**config.mk**
```make
export PLATFORM = sky130hd
export DESIGN_NAME = seq_alu
export DESIGN_NICKNAME = d
export VERILOG_FILES = /design/src/rtl/alu_pkg.sv /design/src/rtl/seq_alu_muldiv.sv /design/src/rtl/seq_alu.sv
export SDC_FILE = /design/constraint.sdc
export NUM_CORES = 1
export LEC_CHECK = 0
export ABC_AREA = 1
export BUFFER_PORTS_ARGS = -buffer_cell sky130_fd_sc_hd__buf_2
export CAP_MARGIN = 20
export CORE_MARGIN = 1
export CORE_UTILIZATION = 40
export DETAILED_ROUTE_END_ITERATION = 10
export SLEW_MARGIN = 5
export SYNTH_ARGS = -nofsm -noshare
export SYNTH_HDL_FRONTEND = slang
export SYNTH_HIERARCHICAL = 1
export SYNTH_SLANG_ARGS = --single-unit
```
**constraint.sdc**
```tcl
create_clock -name clk -period 6 [get_ports clk]
set_input_delay 1.2 -clock clk [delete_from_list [all_inputs] [get_ports clk]]
set_output_delay 1.2 -clock clk [all_outputs]
set_load 0.005 [all_outputs]
```
**src/rtl/alu_pkg.sv**
```systemverilog
// Shared opcode and FSM state types for the sequential ALU.
package alu_pkg;

  typedef enum logic [2:0] {
    OP_ADD = 3'd0,
    OP_MUL = 3'd1,
    OP_MOD = 3'd2,
    OP_AND = 3'd3,
    OP_SUB = 3'd4,
    OP_DIV = 3'd5,
    OP_OR  = 3'd6,
    OP_XOR = 3'd7
  } op_e;

  typedef enum logic [1:0] {
    IDLE = 2'd0,
    CALC = 2'd1,
    DONE = 2'd2
  } state_e;

endpackage

```
**src/rtl/seq_alu_muldiv.sv**
```systemverilog
// Iterative engine: shift-add multiply and restoring divide, one bit per cycle.
module seq_alu_muldiv #(
  parameter int unsigned WIDTH = 8,
  parameter int unsigned CNT_W = $clog2(WIDTH + 1)
) (
  input  logic                 clk,
  input  logic                 rst_n,
  input  logic                 start,
  input  logic                 is_div,
  input  logic [WIDTH-1:0]     a,
  input  logic [WIDTH-1:0]     b,
  output logic                 busy,
  output logic                 done,
  output logic [2*WIDTH-1:0]   product,
  output logic [WIDTH-1:0]     quotient,
  output logic [WIDTH-1:0]     remainder
);

  logic [2*WIDTH-1:0] r_acc;
  logic [2*WIDTH-1:0] w_acc_next;
  logic [WIDTH-1:0]   r_b;
  logic               r_is_div;
  logic [CNT_W-1:0]   r_cnt;
  logic [WIDTH:0]     w_sum;
  logic [WIDTH:0]     w_shift;
  logic [WIDTH:0]     w_diff;
  logic               w_ge;

  // Upper half is the partial product / remainder, lower half the multiplier / dividend.
  // With b == 0 every trial subtract succeeds, giving an all-ones quotient and remainder a.
  always_comb begin
    w_sum   = {1'b0, r_acc[2*WIDTH-1:WIDTH]} + (r_acc[0] ? {1'b0, r_b} : '0);
    w_shift = {r_acc[2*WIDTH-1:WIDTH], r_acc[WIDTH-1]};
    w_ge    = w_shift >= {1'b0, r_b};
    w_diff  = w_shift - {1'b0, r_b};
    if (r_is_div) begin
      w_acc_next = {(w_ge ? w_diff[WIDTH-1:0] : w_shift[WIDTH-1:0]), r_acc[WIDTH-2:0], w_ge};
    end else begin
      w_acc_next = {w_sum, r_acc[WIDTH-1:1]};
    end
  end

  always_ff @(posedge clk) begin
    if (!rst_n) begin
      r_acc    <= '0;
      r_b      <= '0;
      r_is_div <= 1'b0;
      r_cnt    <= '0;
    end else if (start) begin
      r_acc    <= {{WIDTH{1'b0}}, a};
      r_b      <= b;
      r_is_div <= is_div;
      r_cnt    <= CNT_W'(WIDTH);
    end else if (r_cnt != '0) begin
      r_acc <= w_acc_next;
      r_cnt <= r_cnt - CNT_W'(1);
    end
  end

  // Outputs show the value the final step will store, so the caller can register it
  // on the same edge the counter hits zero.
  assign busy      = (r_cnt != '0);
  assign done      = (r_cnt == CNT_W'(1));
  assign product   = w_acc_next;
  assign quotient  = w_acc_next[WIDTH-1:0];
  assign remainder = w_acc_next[2*WIDTH-1:WIDTH];

endmodule

```
**src/rtl/seq_alu.sv**
```systemverilog
// Registered ALU with valid/ready handshakes; multi-cycle ops run in seq_alu_muldiv.
module seq_alu
  import alu_pkg::*;
#(
  parameter int unsigned WIDTH = 8,
  localparam int unsigned CNT_W = $clog2(WIDTH + 1)
) (
  input  logic               clk,
  input  logic               rst_n,
  input  logic               in_valid,
  output logic               in_ready,
  input  logic [WIDTH-1:0]   a,
  input  logic [WIDTH-1:0]   b,
  input  logic [2:0]         op,
  output logic               out_valid,
  input  logic               out_ready,
  output logic [2*WIDTH-1:0] result,
  output logic               zero,
  output logic               div_zero
);

  state_e             r_state;
  op_e                r_op;
  logic               r_in_ready;
  logic               r_out_valid;
  logic [2*WIDTH-1:0] r_result;
  logic               r_zero;
  logic               r_div_zero;
  logic               r_bz;

  op_e                w_op;
  logic               w_multi;
  logic               w_start;
  logic [2*WIDTH-1:0] w_single;
  logic [2*WIDTH-1:0] w_md_res;
  logic               w_md_busy;
  logic               w_md_done;
  logic [2*WIDTH-1:0] w_product;
  logic [WIDTH-1:0]   w_quotient;
  logic [WIDTH-1:0]   w_remainder;
  logic [2*WIDTH-1:0] w_a_ext;
  logic [2*WIDTH-1:0] w_b_ext;

  assign w_op    = op_e'(op);
  assign w_multi = (w_op == OP_MUL) || (w_op == OP_DIV) || (w_op == OP_MOD);
  assign w_start = (r_state == IDLE) && in_valid && w_multi;
  assign w_a_ext = {{WIDTH{1'b0}}, a};
  assign w_b_ext = {{WIDTH{1'b0}}, b};

  always_comb begin
    w_single = '0;
    case (w_op)
      OP_ADD: w_single = w_a_ext + w_b_ext;
      OP_SUB: w_single = w_a_ext - w_b_ext;
      OP_AND: w_single = w_a_ext & w_b_ext;
      OP_OR:  w_single = w_a_ext | w_b_ext;
      OP_XOR: w_single = w_a_ext ^ w_b_ext;
      OP_MUL: w_single = '0;
      OP_DIV: w_single = '0;
      OP_MOD: w_single = '0;
    endcase
  end

  always_comb begin
    w_md_res = w_product;
    if (r_op == OP_DIV) begin
      w_md_res = {{WIDTH{1'b0}}, w_quotient};
    end else if (r_op == OP_MOD) begin
      w_md_res = {{WIDTH{1'b0}}, w_remainder};
    end
  end

  seq_alu_muldiv #(
    .WIDTH (WIDTH),
    .CNT_W (CNT_W)
  ) u_muldiv (
    .clk       (clk),
    .rst_n     (rst_n),
    .start     (w_start),
    .is_div    (w_op != OP_MUL),
    .a         (a),
    .b         (b),
    .busy      (w_md_busy),
    .done      (w_md_done),
    .product   (w_product),
    .quotient  (w_quotient),
    .remainder (w_remainder)
  );

  always_ff @(posedge clk) begin
    if (!rst_n) begin
      r_state     <= IDLE;
      r_op        <= OP_ADD;
      r_in_ready  <= 1'b1;
      r_out_valid <= 1'b0;
      r_result    <= '0;
      r_zero      <= 1'b0;
      r_div_zero  <= 1'b0;
      r_bz        <= 1'b0;
    end else begin
      case (r_state)
        IDLE: begin
          if (in_valid) begin
            r_op       <= w_op;
            r_in_ready <= 1'b0;
            if (w_multi) begin
              r_bz    <= (w_op != OP_MUL) && (b == '0);
              r_state <= CALC;
            end else begin
              r_result    <= w_single;
              r_zero      <= (w_single == '0);
              r_div_zero  <= 1'b0;
              r_out_valid <= 1'b1;
              r_state     <= DONE;
            end
          end
        end
        CALC: begin
          if (w_md_busy && w_md_done) begin
            r_result    <= w_md_res;
            r_zero      <= (w_md_res == '0);
            r_div_zero  <= r_bz;
            r_out_valid <= 1'b1;
            r_state     <= DONE;
          end
        end
        DONE: begin
          if (out_ready) begin
            r_out_valid <= 1'b0;
            r_in_ready  <= 1'b1;
            r_state     <= IDLE;
          end
        end
        default: r_state <= IDLE;
      endcase
    end
  end

  assign in_ready  = r_in_ready;
  assign out_valid = r_out_valid;
  assign result    = r_result;
  assign zero      = r_zero;
  assign div_zero  = r_div_zero;

endmodule

```
==> insert_results.sql, run 1 <==
INSERT INTO impl_metrics (metric_group, metric, value, unit) VALUES
('status', 'run_status', 'finished clean', ''),
('logic_synthesis', 'synth-seq-cells', '55', ''),
('cells_and_area', 'multi_input_combinational_cell_area', '0.003353', 'sq mm'),
('critical_path', 'regToRegStartpoint', 'u_muldiv/r_acc[0]$_SDFFE_PN0P_', ''),
('drt', 'routed_wl', '14.09', 'mm'),
('die', 'placement_rows', '41', ''),
('die', 'die_outline_area', '0.01342', 'sq mm'),
('grt', 'grt_antenna_before_repair', '0', ''),
('cells_and_area', 'post-route-util', '43.67', '%'),
('clocking', 'clkLatencyLatePin', '0.30', 'ns'),
('drt', 'route.vias.total', '5062', ''),
('logic_synthesis', 'yosysSeqAreaShare', '21.24', '%'),
('drt', 'top_layer', 'met4', ''),
('logic_synthesis', 'synth-warning-count', '6', ''),
('drt', 'met1Wirelength', '6.845', 'mm'),
('clocking', 'cts_made_buffers', '5', ''),
('hold_path', 'worstHoldPathCells', '2', ''),
('critical_path', 'critPathRequiredTime', '6.19', 'ns'),
('place', 'placer_s_final_routability_congestion_estimate', '0.9021', ''),
('logic_synthesis', 'synth.lib_cells_used.distinct', '47', ''),
('sta', 'clock.fmax', '337.2', 'MHz'),
('critical_path', 'cell_with_the_largest_stage_delay_on_the_worst_path', 'sky130_fd_sc_hd__clkinv_1', ''),
('sta', 'finalWorstPathRequiredPeriod', '2.965', 'ns'),
('logic_synthesis', 'synth_nets', '893', ''),
('sta', 'finalMaxSlewViolations', '0', ''),
('cells_and_area', 'layout-area-overhead-vs-synth', '6.298', '%'),
('cells_and_area', 'finalNetCount', '903', ''),
('hold_path', 'min_to', 'result[10]$_SDFFE_PN0P_', ''),
('grt', 'first_global_vias', '4661', ''),
('drt', 'detailedRoute.firstPassIterationCount', '5', ''),
('critical_path', 'reg2reg_to', 'zero$_SDFFE_PN0P_', ''),
('clocking', 'worst_case_clock_buffer_depth', '2', ''),
('drt', 'post_drt_wl_per_cell', '14.02', 'um'),
('critical_path', 'timing.critical_path.arrival', '3.15', 'ns'),
('critical_path', 'path_class', 'in -> reg', ''),
('cells_and_area', 'seq_area', '0.001101', 'sq mm'),
('cells_and_area', 'final.fill_count', '1419', ''),
('critical_path', 'crit_path_end_kind', 'flop', ''),
('die', 'die_w', '115.9', 'um'),
('grt', 'first_pass_grt_wire_length', '23.00', 'mm'),
('cells_and_area', 'layout-drive-gt1-share', '12.36', '%'),
('sta', 'worst_slack', '3.035', 'ns'),
('place', 'place_hpwl', '11.17', 'mm'),
('die', 'floorplan.initialDensity', '41.09', '%'),
('clocking', 'tritoncts', 'done', ''),
('clocking', 'postCtsSetupRepairBufs', '0', ''),
('logic_synthesis', 'asr_flop_ratio_synth', '0', '%'),
('drt', 'detail_route.vias_per_cell', '5.037', ''),
('critical_path', 'critical-path-max-stage-delay', '0.49', 'ns'),
('power', 'power.static_leakage', '2.923', 'nW'),
('place', 'io_buffers', '42', ''),
('die', 'top_level_ports', '43', ''),
('cells_and_area', 'most_common_cell_after_layout_fill_and_taps_aside', 'sky130_fd_sc_hd__nand2_1', ''),
('clocking', 'cts_root_buf', 'sky130_fd_sc_hd__clkbuf_16', ''),
('place', 'preCtsSetupSlack', '2.731', 'ns'),
('sta', 'report.final.hold_viol_count', '0', ''),
('sta', 'tightest_slew', '0.8527', 'ns'),
('die', 'die_height', '115.9', 'um'),
('critical_path', 'critPathMaxFanout', '19', ''),
('critical_path', 'crit_path_start_kind', 'input pin', ''),
('sta', 'setup_viol_count_final', '0', ''),
('sta', 'final_min_period_over_clock_period', '49.42', '%'),
('clocking', 'cts_sinks', '55', ''),
('cells_and_area', 'mostFrequentLayoutCells', '216 x sky130_fd_sc_hd__nand2_1, 120 x sky130_fd_sc_hd__inv_1, 71 x sky130_fd_sc_hd__nand3_1', ''),
('hold_path', 'hold_path_startpoint', 'result[10]$_SDFFE_PN0P_', ''),
('cells_and_area', 'diode_count', '0', ''),
('sta', 'max-slew-margin-rel', '43.08', '%'),
('logic_synthesis', 'most_frequently_used_flop_master_after_synthesis', 'sky130_fd_sc_hd__dfxtp_1', ''),
('critical_path', 'reg2reg_depth', '18', ''),
('sta', 'timing.clock.skew', '0.01175', 'ns'),
('clocking', 'clkTransAtPathRegs', '0.08', 'ns');
cell type report:
class / instances / area share, %
clock buffer: 6 / 2.338
tap: 172 / 3.905
multi-input combinational: 599 / 60.84
timing repair buffer: 42 / 3.814
sequential: 55 / 19.98
clock inverter: 2 / 0.2951
inverter: 129 / 8.831
where the power goes:
part	internal [mW]	leakage (nW)	total [mW]	switching, mW
Clock	0.157	0.0675	0.301	0.144
Sequential	0.430	0.451	0.492	0.0616
Combinational	0.346	2.40	1.00	0.656
Total	0.934	2.92	1.80	0.862
cell usage after synthesis (9+ instances only):
cell type	instances	area share, %
sky130_fd_sc_hd__a31oi_1	9	1.1
sky130_fd_sc_hd__o21ai_0	50	4.8
sky130_fd_sc_hd__nand3_2	18	3.5
sky130_fd_sc_hd__a21oi_1	53	5.1
sky130_fd_sc_hd__ha_1	44	11
sky130_fd_sc_hd__clkbuf_1	9	0.65
sky130_fd_sc_hd__nand2_1	216	16
sky130_fd_sc_hd__buf_2	10	0.97
sky130_fd_sc_hd__dfxtp_1	55	21
sky130_fd_sc_hd__buf_4	18	2.6
sky130_fd_sc_hd__nand3b_1	9	1.3
sky130_fd_sc_hd__inv_1	120	8.7
sky130_fd_sc_hd__nand3_1	71	6.9
sky130_fd_sc_hd__nor2_1	57	4.1
state kept, by name (all words and copies together) (netlist names):
register           flops
div_zero               1
in_ready               1
out_valid              1
r_bz                   1
r_op                   3
r_state                2
result                16
u_muldiv/r_acc        16
u_muldiv/r_b           8
u_muldiv/r_cnt         4
u_muldiv/r_is_div      1
zero                   1
kinds of logic after synthesis:
| group | count (synthesis) | synth area share, % |
|---|---|---|
| AO/OA/AOI/OAI | 132 | 14.02 |
| XOR/XNOR | 7 | 1.182 |
| adder cells (fa/ha/maj) | 48 | 12.16 |
| buffers and inverters | 168 | 14.09 |
| flip-flops | 55 | 21.24 |
| AND/OR/NAND/NOR | 412 | 37.31 |
stage by stage:
stage               instances  hold slack (ns)  total power, mW  cell area, sq um
global route             1005           0.4971            1.966              5512
detailed placement        997           0.4582            1.496              5366
floorplan                 822           0.4446            1.323              5185
finish                   1005           0.4695            1.796              5512
CTS                      1005           0.4704            1.801              5512
global placement          997           0.4583            1.494              5366
worst max-delay path by stage:
stage	cells after the start	startpoint	slack [ns]	end
floorplan	13	a[0]	3.34	zero$_SDFFE_PN0P_
detailed placement	10	in_valid	2.73	u_muldiv/r_acc[4]$_SDFFE_PN0P_
global route	9	in_valid	2.79	u_muldiv/r_acc[7]$_SDFFE_PN0P_
finish	9	in_valid	3.03	u_muldiv/r_acc[7]$_SDFFE_PN0P_
global placement	9	in_valid	2.78	u_muldiv/r_acc[7]$_SDFFE_PN0P_
CTS	9	in_valid	3.05	u_muldiv/r_acc[7]$_SDFFE_PN0P_
worst max-delay path: cells and delay by family:
| family | cells | cell delay (ns) |
|---|---|---|
| AO/OA/AOI/OAI | 2 | 0.30 |
| AND/OR/NAND/NOR | 3 | 0.72 |
| buffers and inverters | 4 | 0.94 |
routing by layer:
layer / GRT usage, % / vias to the layer above
li1: - / 2650
met1: 29.00 / 2307
met2: 37.58 / 91
met3: 2.667 / 14
met4: 4.701 / 0
met5: 0 / -
Power figures use the tool's default switching activity.
==> inputs of run 2 (changes only) <==
--- a/config.mk
+++ b/config.mk
@@ -5,7 +5,7 @@
 export SDC_FILE = /design/constraint.sdc
 export NUM_CORES = 1
 export LEC_CHECK = 0
-export ABC_AREA = 1
+export ABC_AREA = 0
 export BUFFER_PORTS_ARGS = -buffer_cell sky130_fd_sc_hd__buf_2
 export CAP_MARGIN = 20
 export CORE_MARGIN = 1
==> constraint.sdc (replaced) <==
create_clock -name clk -period 2.65 [get_ports clk]
set_input_delay 0.53 -clock clk [delete_from_list [all_inputs] [get_ports clk]]
set_output_delay 0.53 -clock clk [all_outputs]
set_load 0.005 [all_outputs]
==> insert_results.sql, run 2 <==
INSERT INTO impl_metrics (metric_group, metric, value, unit) VALUES
('status', 'run_status', 'finished with violations', ''),
('status', 'violations', 'setup timing', ''),
('logic_synthesis', 'leading_area_contributor_after_synthesis', 'sky130_fd_sc_hd__dfxtp_1', ''),
('logic_synthesis', 'asr_flop_ratio_synth', '0', '%'),
('power', 'intPower', '3.279', 'mW'),
('drt', 'detail_route.vias_per_cell', '5.537', ''),
('grt', 'grt_overflow_total', '0', ''),
('sta', 'totalNegativeSetupSlack', '-1.434', 'ns'),
('die', 'placement_rows', '40', ''),
('critical_path', 'crit_end', 'zero$_SDFFE_PN0P_', ''),
('sta', 'final_min_period_over_clock_period', '115.1', '%'),
('drt', 'remaining_drc_errors', '0', ''),
('power', 'sw_frac_of_total', '41.81', '%'),
('sta', 'worst_slack', '-0.4006', 'ns'),
('critical_path', 'regToRegStartpoint', 'u_muldiv/r_b[3]$_SDFFE_PN0P_', ''),
('grt', 'maximum_number_of_pins_on_one_net_before_global_route_repair', '25', ''),
('critical_path', 'critPathRequiredTime', '2.84', 'ns'),
('clocking', 'clkTransAtPathRegs', '0.08', 'ns'),
('cells_and_area', 'post-route-util', '57.38', '%'),
('sta', 'rsz_0062_raised_after_global_routing', 'yes', ''),
('power', 'comb_power_share', '66.1', '%'),
('critical_path', 'crit_path_start_kind', 'flop', ''),
('logic_synthesis', 'synth-edff-count', '0', ''),
('cells_and_area', 'seq_area', '0.001120', 'sq mm'),
('logic_synthesis', 'synthesis.instances', '667', ''),
('power', 'max-vdd-ir-drop', '0.0004128', 'V'),
('cells_and_area', 'layout-drive-gt1-share', '37.15', '%'),
('sta', 'timing.hold.ws', '0.4526', 'ns'),
('drt', 'detail-route-antenna-nets', '0', ''),
('logic_synthesis', 'synthesis.area_per_instance', '7.680', 'sq um'),
('sta', 'report.final.hold_viol_count', '0', ''),
('critical_path', 'reg2reg_setup_slack', '-0.40', 'ns'),
('place', 'io_buffers', '42', ''),
('die', 'floorplan.initialDensity', '41.78', '%'),
('place', 'place_hpwl', '12.63', 'mm'),
('cells_and_area', 'diode_count', '0', ''),
('die', 'core_area', '0.01226', 'sq mm'),
('power', 'power_frac_seq', '20.0', '%'),
('cells_and_area', 'most_common_cell_after_layout_fill_and_taps_aside', 'sky130_fd_sc_hd__buf_4', ''),
('clocking', 'post_cts_hold_buffer_count', '0', ''),
('flow_run', 'maxCapViolations', '0', ''),
('sta', 'timing.clock.skew', '0.008235', 'ns'),
('power', 'powerDensity', '800.9', 'mW/mm^2'),
('power', 'power.static_leakage', '3.145', 'nW'),
('drt', 'routed_wl', '16.12', 'mm'),
('clocking', 'cts_made_buffers', '5', ''),
('logic_synthesis', 'synthMostInstantiatedCell', 'sky130_fd_sc_hd__nor2_1', ''),
('critical_path', 'crit_path_end_kind', 'flop', ''),
('power', 'clock_share_of_power', '13.9', '%'),
('clocking', 'worst_case_clock_buffer_depth', '2', ''),
('clocking', 'cts_root_buf', 'sky130_fd_sc_hd__clkbuf_16', ''),
('cells_and_area', 'multi_input_combinational_cell_area', '0.003983', 'sq mm'),
('place', 'placer_s_final_routability_congestion_estimate', '0.9308', ''),
('cells_and_area', 'finalNetCount', '883', ''),
('critical_path', 'critPathMaxFanout', '5', ''),
('clocking', 'clkLatencyLatePin', '0.30', 'ns'),
('sta', 'clock.fmax', '327.8', 'MHz'),
('drt', 'post_drt_wl_per_cell', '16.43', 'um'),
('critical_path', 'reg2reg_to', 'zero$_SDFFE_PN0P_', ''),
('critical_path', 'path_class', 'reg -> reg', ''),
('sta', 'tightest_slew', '0.9531', 'ns'),
('critical_path', 'reg2reg_depth', '15', ''),
('logic_synthesis', 'synth.lib_cells_used.distinct', '84', ''),
('logic_synthesis', 'synth_nets', '738', ''),
('power', 'power.net_switching', '2.356', 'mW'),
('hold_path', 'classification_of_the_worst_slack_hold_path', 'reg -> reg', ''),
('cells_and_area', 'layout-area-overhead-vs-synth', '37.35', '%'),
('grt', 'groute.usage.overall', '24.32', '%'),
('logic_synthesis', 'synth_top_area_share', '21.49', '%'),
('critical_path', 'timing.critical_path.arrival', '3.24', 'ns'),
('clocking', 'tritoncts', 'done', ''),
('cells_and_area', 'final.fill_count', '1131', ''),
('logic_synthesis', 'yosys-top-cells-count', '58 x sky130_fd_sc_hd__nor2_1, 55 x sky130_fd_sc_hd__dfxtp_1, 49 x sky130_fd_sc_hd__inv_1', ''),
('die', 'die_height', '115.2', 'um'),
('logic_synthesis', 'post_synth_instance_area', '0.005122', 'sq mm'),
('sta', 'setup_viol_count_final', '9', ''),
('logic_synthesis', 'synth_top_cells_by_area', 'sky130_fd_sc_hd__dfxtp_1 21%, sky130_fd_sc_hd__ha_1 11%, sky130_fd_sc_hd__a21oi_1 4.3%', ''),
('die', 'die_outline_area', '0.01326', 'sq mm'),
('drt', 'detailedRoute.firstPassIterationCount', '5', ''),
('drt', 'drt-initial-drc-count', '471', ''),
('grt', 'first_pass_grt_wire_length', '25.41', 'mm'),
('die', 'top_level_ports', '43', ''),
('cells_and_area', 'mostFrequentLayoutCells', '137 x sky130_fd_sc_hd__buf_4, 55 x sky130_fd_sc_hd__nor2_1, 46 x sky130_fd_sc_hd__inv_1', ''),
('clocking', 'htree_levels', '2', ''),
('critical_path', 'startpoint_of_the_worst_setup_timing_path', 'u_muldiv/r_b[3]$_SDFFE_PN0P_', ''),
('sta', 'max-slew-margin-rel', '36.03', '%'),
('logic_synthesis', 'yosysSeqAreaShare', '21.49', '%'),
('grt', 'grt_antenna_before_repair', '0', ''),
('logic_synthesis', 'synth-seq-cells', '55', ''),
('clocking', 'cts_sinks', '55', ''),
('logic_synthesis', 'most_frequently_used_flop_master_after_synthesis', 'sky130_fd_sc_hd__dfxtp_1', ''),
('sta', 'finalMaxSlewViolations', '0', ''),
('sta', 'finalWorstPathRequiredPeriod', '3.051', 'ns'),
('logic_synthesis', 'synth-warning-count', '6', ''),
('die', 'die_w', '115.2', 'um'),
('grt', 'first_global_vias', '5097', ''),
('drt', 'route.vias.total', '5432', '');
-- run 2: timing repair --
item,4_1_cts,5_1_grt
endpoints found under the setup margin,17,13
pin swaps,19,29
setup buffers,8,12
resized for setup,34,62
endpoints found under the hold margin,0,0
-- run 2: how the worst min path moves through the flow --
stage                     slack, ns                    from  depth (start not counted)                      to
final                          0.45  result[2]$_SDFFE_PN0P_                          2  result[2]$_SDFFE_PN0P_
after CTS                      0.45  result[2]$_SDFFE_PN0P_                          2  result[2]$_SDFFE_PN0P_
after global routing           0.48  result[2]$_SDFFE_PN0P_                          2  result[2]$_SDFFE_PN0P_
after global placement         0.44  result[0]$_SDFFE_PN0P_                          2  result[0]$_SDFFE_PN0P_
after detailed placement       0.44  result[2]$_SDFFE_PN0P_                          2  result[2]$_SDFFE_PN0P_
after floorplan                0.45       r_bz$_SDFFE_PN0P_                          2   div_zero$_SDFFE_PN0P_
-- run 2: cells by family (layout without fill, tap and decap cells) --
group	Yosys count	in the layout	synth area share (%)
multiplexers	28	28	5.642
XOR/XNOR	11	11	1.881
flip-flops	55	55	21.49
adder cells (fa/ha/maj)	48	48	12.31
AO/OA/AOI/OAI	196	196	26.31
buffers and inverters	102	248	9.062
AND/OR/NAND/NOR	227	227	23.30
-- run 2: metal layers --
| layer | share of wire, % | vias to the layer above | track usage (%) |
|---|---|---|---|
| met5 | 0 | - | 0 |
| met4 | 1.1 | 0 | 5.541 |
| met3 | 5.5 | 14 | 2.847 |
| met2 | 47 | 170 | 40.68 |
| met1 | 47 | 2568 | 33.40 |
| li1 | - | 2680 | - |
-- run 2: cell type report --
class / count / area share (%)
Timing Repair Buffer: 190 / 19.37
Inverter: 50 / 2.668
Sequential cell: 55 / 15.92
Multi-Input combinational cell: 510 / 56.61
Clock inverter: 3 / 0.6758
Tap cell: 168 / 2.988
Clock buffer: 5 / 1.778
-- run 2: metrics by stage --
step	worst slack (ns)	instance area [sq um]	total power, mW	instances
6_report	-0.4006	7036	5.634	981
5_1_grt	-0.5327	7036	5.994	981
4_1_cts	-0.3494	6650	5.141	970
3_5_place_dp	-0.5000	6279	4.126	955
3_3_place_gp	-0.4334	6279	4.075	955
2_1_floorplan	-0.3042	5159	2.988	667
-- run 2: worst max-delay path, cell delays in order (launching register included) --
cell and delay [ns]:
sky130_fd_sc_hd__dfxtp_2 0.35, sky130_fd_sc_hd__inv_2 0.06, sky130_fd_sc_hd__ha_4 0.21, sky130_fd_sc_hd__or2_4 0.22, sky130_fd_sc_hd__and2_4 0.17, sky130_fd_sc_hd__o221a_4 0.31
sky130_fd_sc_hd__buf_4 0.15, sky130_fd_sc_hd__o21ai_1 0.15, sky130_fd_sc_hd__o211ai_1 0.15, sky130_fd_sc_hd__nand2_2 0.15, sky130_fd_sc_hd__inv_1 0.06, sky130_fd_sc_hd__o221ai_1 0.28
sky130_fd_sc_hd__a31oi_1 0.08, sky130_fd_sc_hd__and4_1 0.17, sky130_fd_sc_hd__a32o_1 0.24, sky130_fd_sc_hd__a32o_1 0.20
-- run 2: power by group through the flow --
stage               registers [mW]  logic, mW  clock network, mW
finish                        1.13       3.73              0.781
detailed placement            1.12       3.01                  0
global placement              1.11       2.97                  0
floorplan                     1.09       1.90                  0
global route                  1.15       4.02              0.828
CTS                           1.11       3.23              0.800
==> inputs of run 3 (changes only) <==
--- a/config.mk
+++ b/config.mk
@@ -9,8 +9,10 @@
 export BUFFER_PORTS_ARGS = -buffer_cell sky130_fd_sc_hd__buf_2
 export CAP_MARGIN = 20
 export CORE_MARGIN = 1
-export CORE_UTILIZATION = 40
+export CORE_UTILIZATION = 56
 export DETAILED_ROUTE_END_ITERATION = 10
+export GPL_ROUTABILITY_DRIVEN = 0
+export PLACE_DENSITY = 0.78
 export SLEW_MARGIN = 5
 export SYNTH_ARGS = -nofsm -noshare
 export SYNTH_HDL_FRONTEND = slang
==> insert_results.sql, run 3 (synthesized netlist as in run 2, its figures left out) <==
INSERT INTO impl_metrics (metric_group, metric, value, unit) VALUES
('hold_path', 'min_to', 'result[2]$_SDFFE_PN0P_', ''),
('die', 'die_w', '97.64', 'um'),
('clocking', 'cts_root_buf', 'sky130_fd_sc_hd__clkbuf_8', ''),
('clocking', 'worst_case_clock_buffer_depth', '2', ''),
('sta', 'totalNegativeSetupSlack', '-2.227', 'ns'),
('clocking', 'cts_made_buffers', '5', ''),
('status', 'violations', 'DRC, setup timing', ''),
('clocking', 'clkTransAtPathRegs', '0.10', 'ns'),
('clocking', 'tritoncts', 'done', ''),
('critical_path', 'worstPathBufferInverterCount', '2', ''),
('hold_path', 'worstHoldPathCells', '2', ''),
('sta', 'clock.fmax', '315.6', 'MHz'),
('die', 'core_area', '0.008806', 'sq mm'),
('power', 'powerDensity', '800.7', 'mW/mm^2'),
('sta', 'tightest_slew', '0.8463', 'ns'),
('cells_and_area', 'diode_count', '0', ''),
('clocking', 'post_cts_hold_buffer_count', '0', ''),
('critical_path', 'path_class', 'reg -> reg', ''),
('sta', 'timing.clock.skew', '0.01280', 'ns'),
('grt', 'first_pass_grt_wire_length', '26.16', 'mm'),
('sta', 'worst_slack', '-0.5190', 'ns'),
('flow_run', 'maxCapViolations', '0', ''),
('critical_path', 'crit_path_end_kind', 'flop', ''),
('critical_path', 'critPathRequiredTime', '2.92', 'ns'),
('critical_path', 'worst_path_dominant_cell_family', 'compound AO/OA/AOI/OAI gates', ''),
('critical_path', 'reg2reg_depth', '15', ''),
('drt', 'post_drt_wl_per_cell', '18.22', 'um'),
('cells_and_area', 'mostFrequentLayoutCells', '133 x sky130_fd_sc_hd__buf_4, 55 x sky130_fd_sc_hd__nor2_1, 48 x sky130_fd_sc_hd__inv_1', ''),
('grt', 'first_global_vias', '5519', ''),
('sta', 'report.final.hold_viol_count', '0', ''),
('drt', 'routed_wl', '16.56', 'mm'),
('die', 'die_outline_area', '0.009534', 'sq mm'),
('place', 'preCtsSetupSlack', '-0.4933', 'ns'),
('place', 'place_area', '0.006178', 'sq mm'),
('power', 'p_total', '5.290', 'mW'),
('power', 'power_frac_seq', '21.2', '%'),
('place', 'place_hpwl', '12.06', 'mm'),
('critical_path', 'timing.critical_path.cells', 'and2_4, ha_4, fa_2, buf_4, buf_4, a21o_1, a211oi_1, o21ai_1, o31a_1, nor4_2, nand2_1, a31oi_1, and4_1, a32o_1, a32o_1', ''),
('drt', 'route.vias.total', '5799', ''),
('clocking', 'htree_levels', '2', ''),
('drt', 'detailedRoute.firstPassIterationCount', '11', ''),
('critical_path', 'reg2reg_to', 'zero$_SDFFE_PN0P_', ''),
('power', 'comb_power_share', '67.6', '%'),
('die', 'top_level_ports', '43', ''),
('hold_path', 'classification_of_the_worst_slack_hold_path', 'reg -> reg', ''),
('critical_path', 'critical-path-max-stage-delay', '0.36', 'ns'),
('power', 'sw_frac_of_total', '44.56', '%'),
('clocking', 'clkLatencyLatePin', '0.33', 'ns'),
('drt', 'drt-initial-drc-count', '503', ''),
('drt', 'remaining_drc_errors', '2', ''),
('cells_and_area', 'finalNetCount', '871', ''),
('sta', 'max-slew-margin-rel', '42.86', '%'),
('power', 'power.net_switching', '2.357', 'mW'),
('critical_path', 'reg2reg_setup_slack', '-0.52', 'ns'),
('critical_path', 'cell_with_the_largest_stage_delay_on_the_worst_path', 'sky130_fd_sc_hd__fa_2', ''),
('sta', 'finalWorstPathRequiredPeriod', '3.169', 'ns'),
('grt', 'groute.usage.overall', '34.09', '%'),
('power', 'power.static_leakage', '2.976', 'nW'),
('cells_and_area', 'post-route-util', '75.02', '%'),
('sta', 'setup_viol_count_final', '8', ''),
('power', 'clock_share_of_power', '11.1', '%'),
('cells_and_area', 'final_design_area_no_fill', '0.006606', 'sq mm'),
('critical_path', 'timing.critical_path.arrival', '3.43', 'ns'),
('status', 'run_status', 'finished with violations', ''),
('die', 'placement_rows', '34', ''),
('drt', 'detail_route.vias_per_cell', '6.380', ''),
('die', 'die_height', '97.64', 'um'),
('sta', 'final_min_period_over_clock_period', '119.6', '%'),
('cells_and_area', 'layout-area-overhead-vs-synth', '28.97', '%'),
('critical_path', 'critical_path_cell_count', '15', ''),
('power', 'max-vdd-ir-drop', '0.0004837', 'V'),
('sta', 'finalMaxSlewViolations', '0', ''),
('place', 'io_buffers', '42', ''),
('drt', 'detail-route-antenna-nets', '0', ''),
('grt', 'maximum_number_of_pins_on_one_net_before_global_route_repair', '36', ''),
('critical_path', 'crit_path_start_kind', 'flop', ''),
('sta', 'rsz_0062_raised_after_global_routing', 'yes', ''),
('critical_path', 'regToRegStartpoint', 'u_muldiv/r_b[0]$_SDFFE_PN0P_', ''),
('hold_path', 'hold_path_startpoint', 'result[2]$_SDFFE_PN0P_', ''),
('critical_path', 'critPathMaxFanout', '3', ''),
('cells_and_area', 'layout-drive-gt1-share', '33.21', '%'),
('die', 'floorplan.initialDensity', '58.17', '%'),
('clocking', 'cts_sinks', '55', ''),
('cells_and_area', 'most_common_cell_after_layout_fill_and_taps_aside', 'sky130_fd_sc_hd__buf_4', ''),
('grt', 'grt_antenna_before_repair', '0', ''),
('grt', 'grt_overflow_total', '0', ''),
('power', 'intPower', '2.933', 'mW');
==> run 3: worst max-delay path by stage <==
stage	to	startpoint	slack, ns
after floorplan	zero$_SDFFE_PN0P_	u_muldiv/r_acc[0]$_SDFFE_PN0P_	-0.30
after global placement	zero$_SDFFE_PN0P_	u_muldiv/r_b[0]$_SDFFE_PN0P_	-0.34
after detailed placement	zero$_SDFFE_PN0P_	u_muldiv/r_b[0]$_SDFFE_PN0P_	-0.49
after CTS	zero$_SDFFE_PN0P_	u_muldiv/r_b[0]$_SDFFE_PN0P_	-0.31
after global routing	zero$_SDFFE_PN0P_	u_muldiv/r_b[0]$_SDFFE_PN0P_	-0.59
final	zero$_SDFFE_PN0P_	u_muldiv/r_b[0]$_SDFFE_PN0P_	-0.52
==> run 3: area by class of cell <==
class / instances / area [sq um]
multi-input cells: 510 / 3801
fillers: 621 / 2200
flip-flops and latches: 55 / 1115
clock buffers: 5 / 68.82
repair buffers: 178 / 1251
inverters: 50 / 187.7
well taps: 108 / 135.1
clock inverters: 3 / 47.55
==> run 3: routing by layer <==
metal / wire length [um] / vias to the layer above / GRT usage, %
li1: - / 2640 / -
met1: 6602 / 2707 / 43.04
met2: 7759 / 364 / 58.32
met3: 1460 / 88 / 4.029
met4: 737 / 0 / 14.80
met5: 0 / - / 0
==> run 3: repair_timing <==
| item | 4_1_cts | 5_1_grt |
|---|---|---|
| resized for setup | 29 | 26 |
| pin swaps | 24 | 14 |
| setup buffers | 6 | 7 |
| setup endpoints to repair | 9 | 11 |
==> run 3: worst min-delay path: stages (launching register included) <==
cell                      delay [ns]
sky130_fd_sc_hd__dfxtp_1        0.32
sky130_fd_sc_hd__nand2_1        0.05
sky130_fd_sc_hd__a21oi_1        0.05
==> run 3: power by group through the flow <==
stage | clock network [mW] | logic (mW) | registers, mW
finish | 0.589 | 3.58 | 1.12
global route | 0.624 | 3.81 | 1.14
CTS | 0.589 | 3.24 | 1.11
detailed placement | 0 | 3.01 | 1.12
global placement | 0 | 2.90 | 1.11
floorplan | 0 | 1.90 | 1.09
==> run 3: stage by stage <==
step	std cells	hold WS [ns]
after floorplan	667	0.4472
after global placement	890	0.4392
after detailed placement	890	0.4432
after CTS	903	0.4582
after global routing	909	0.4817
final	909	0.4579
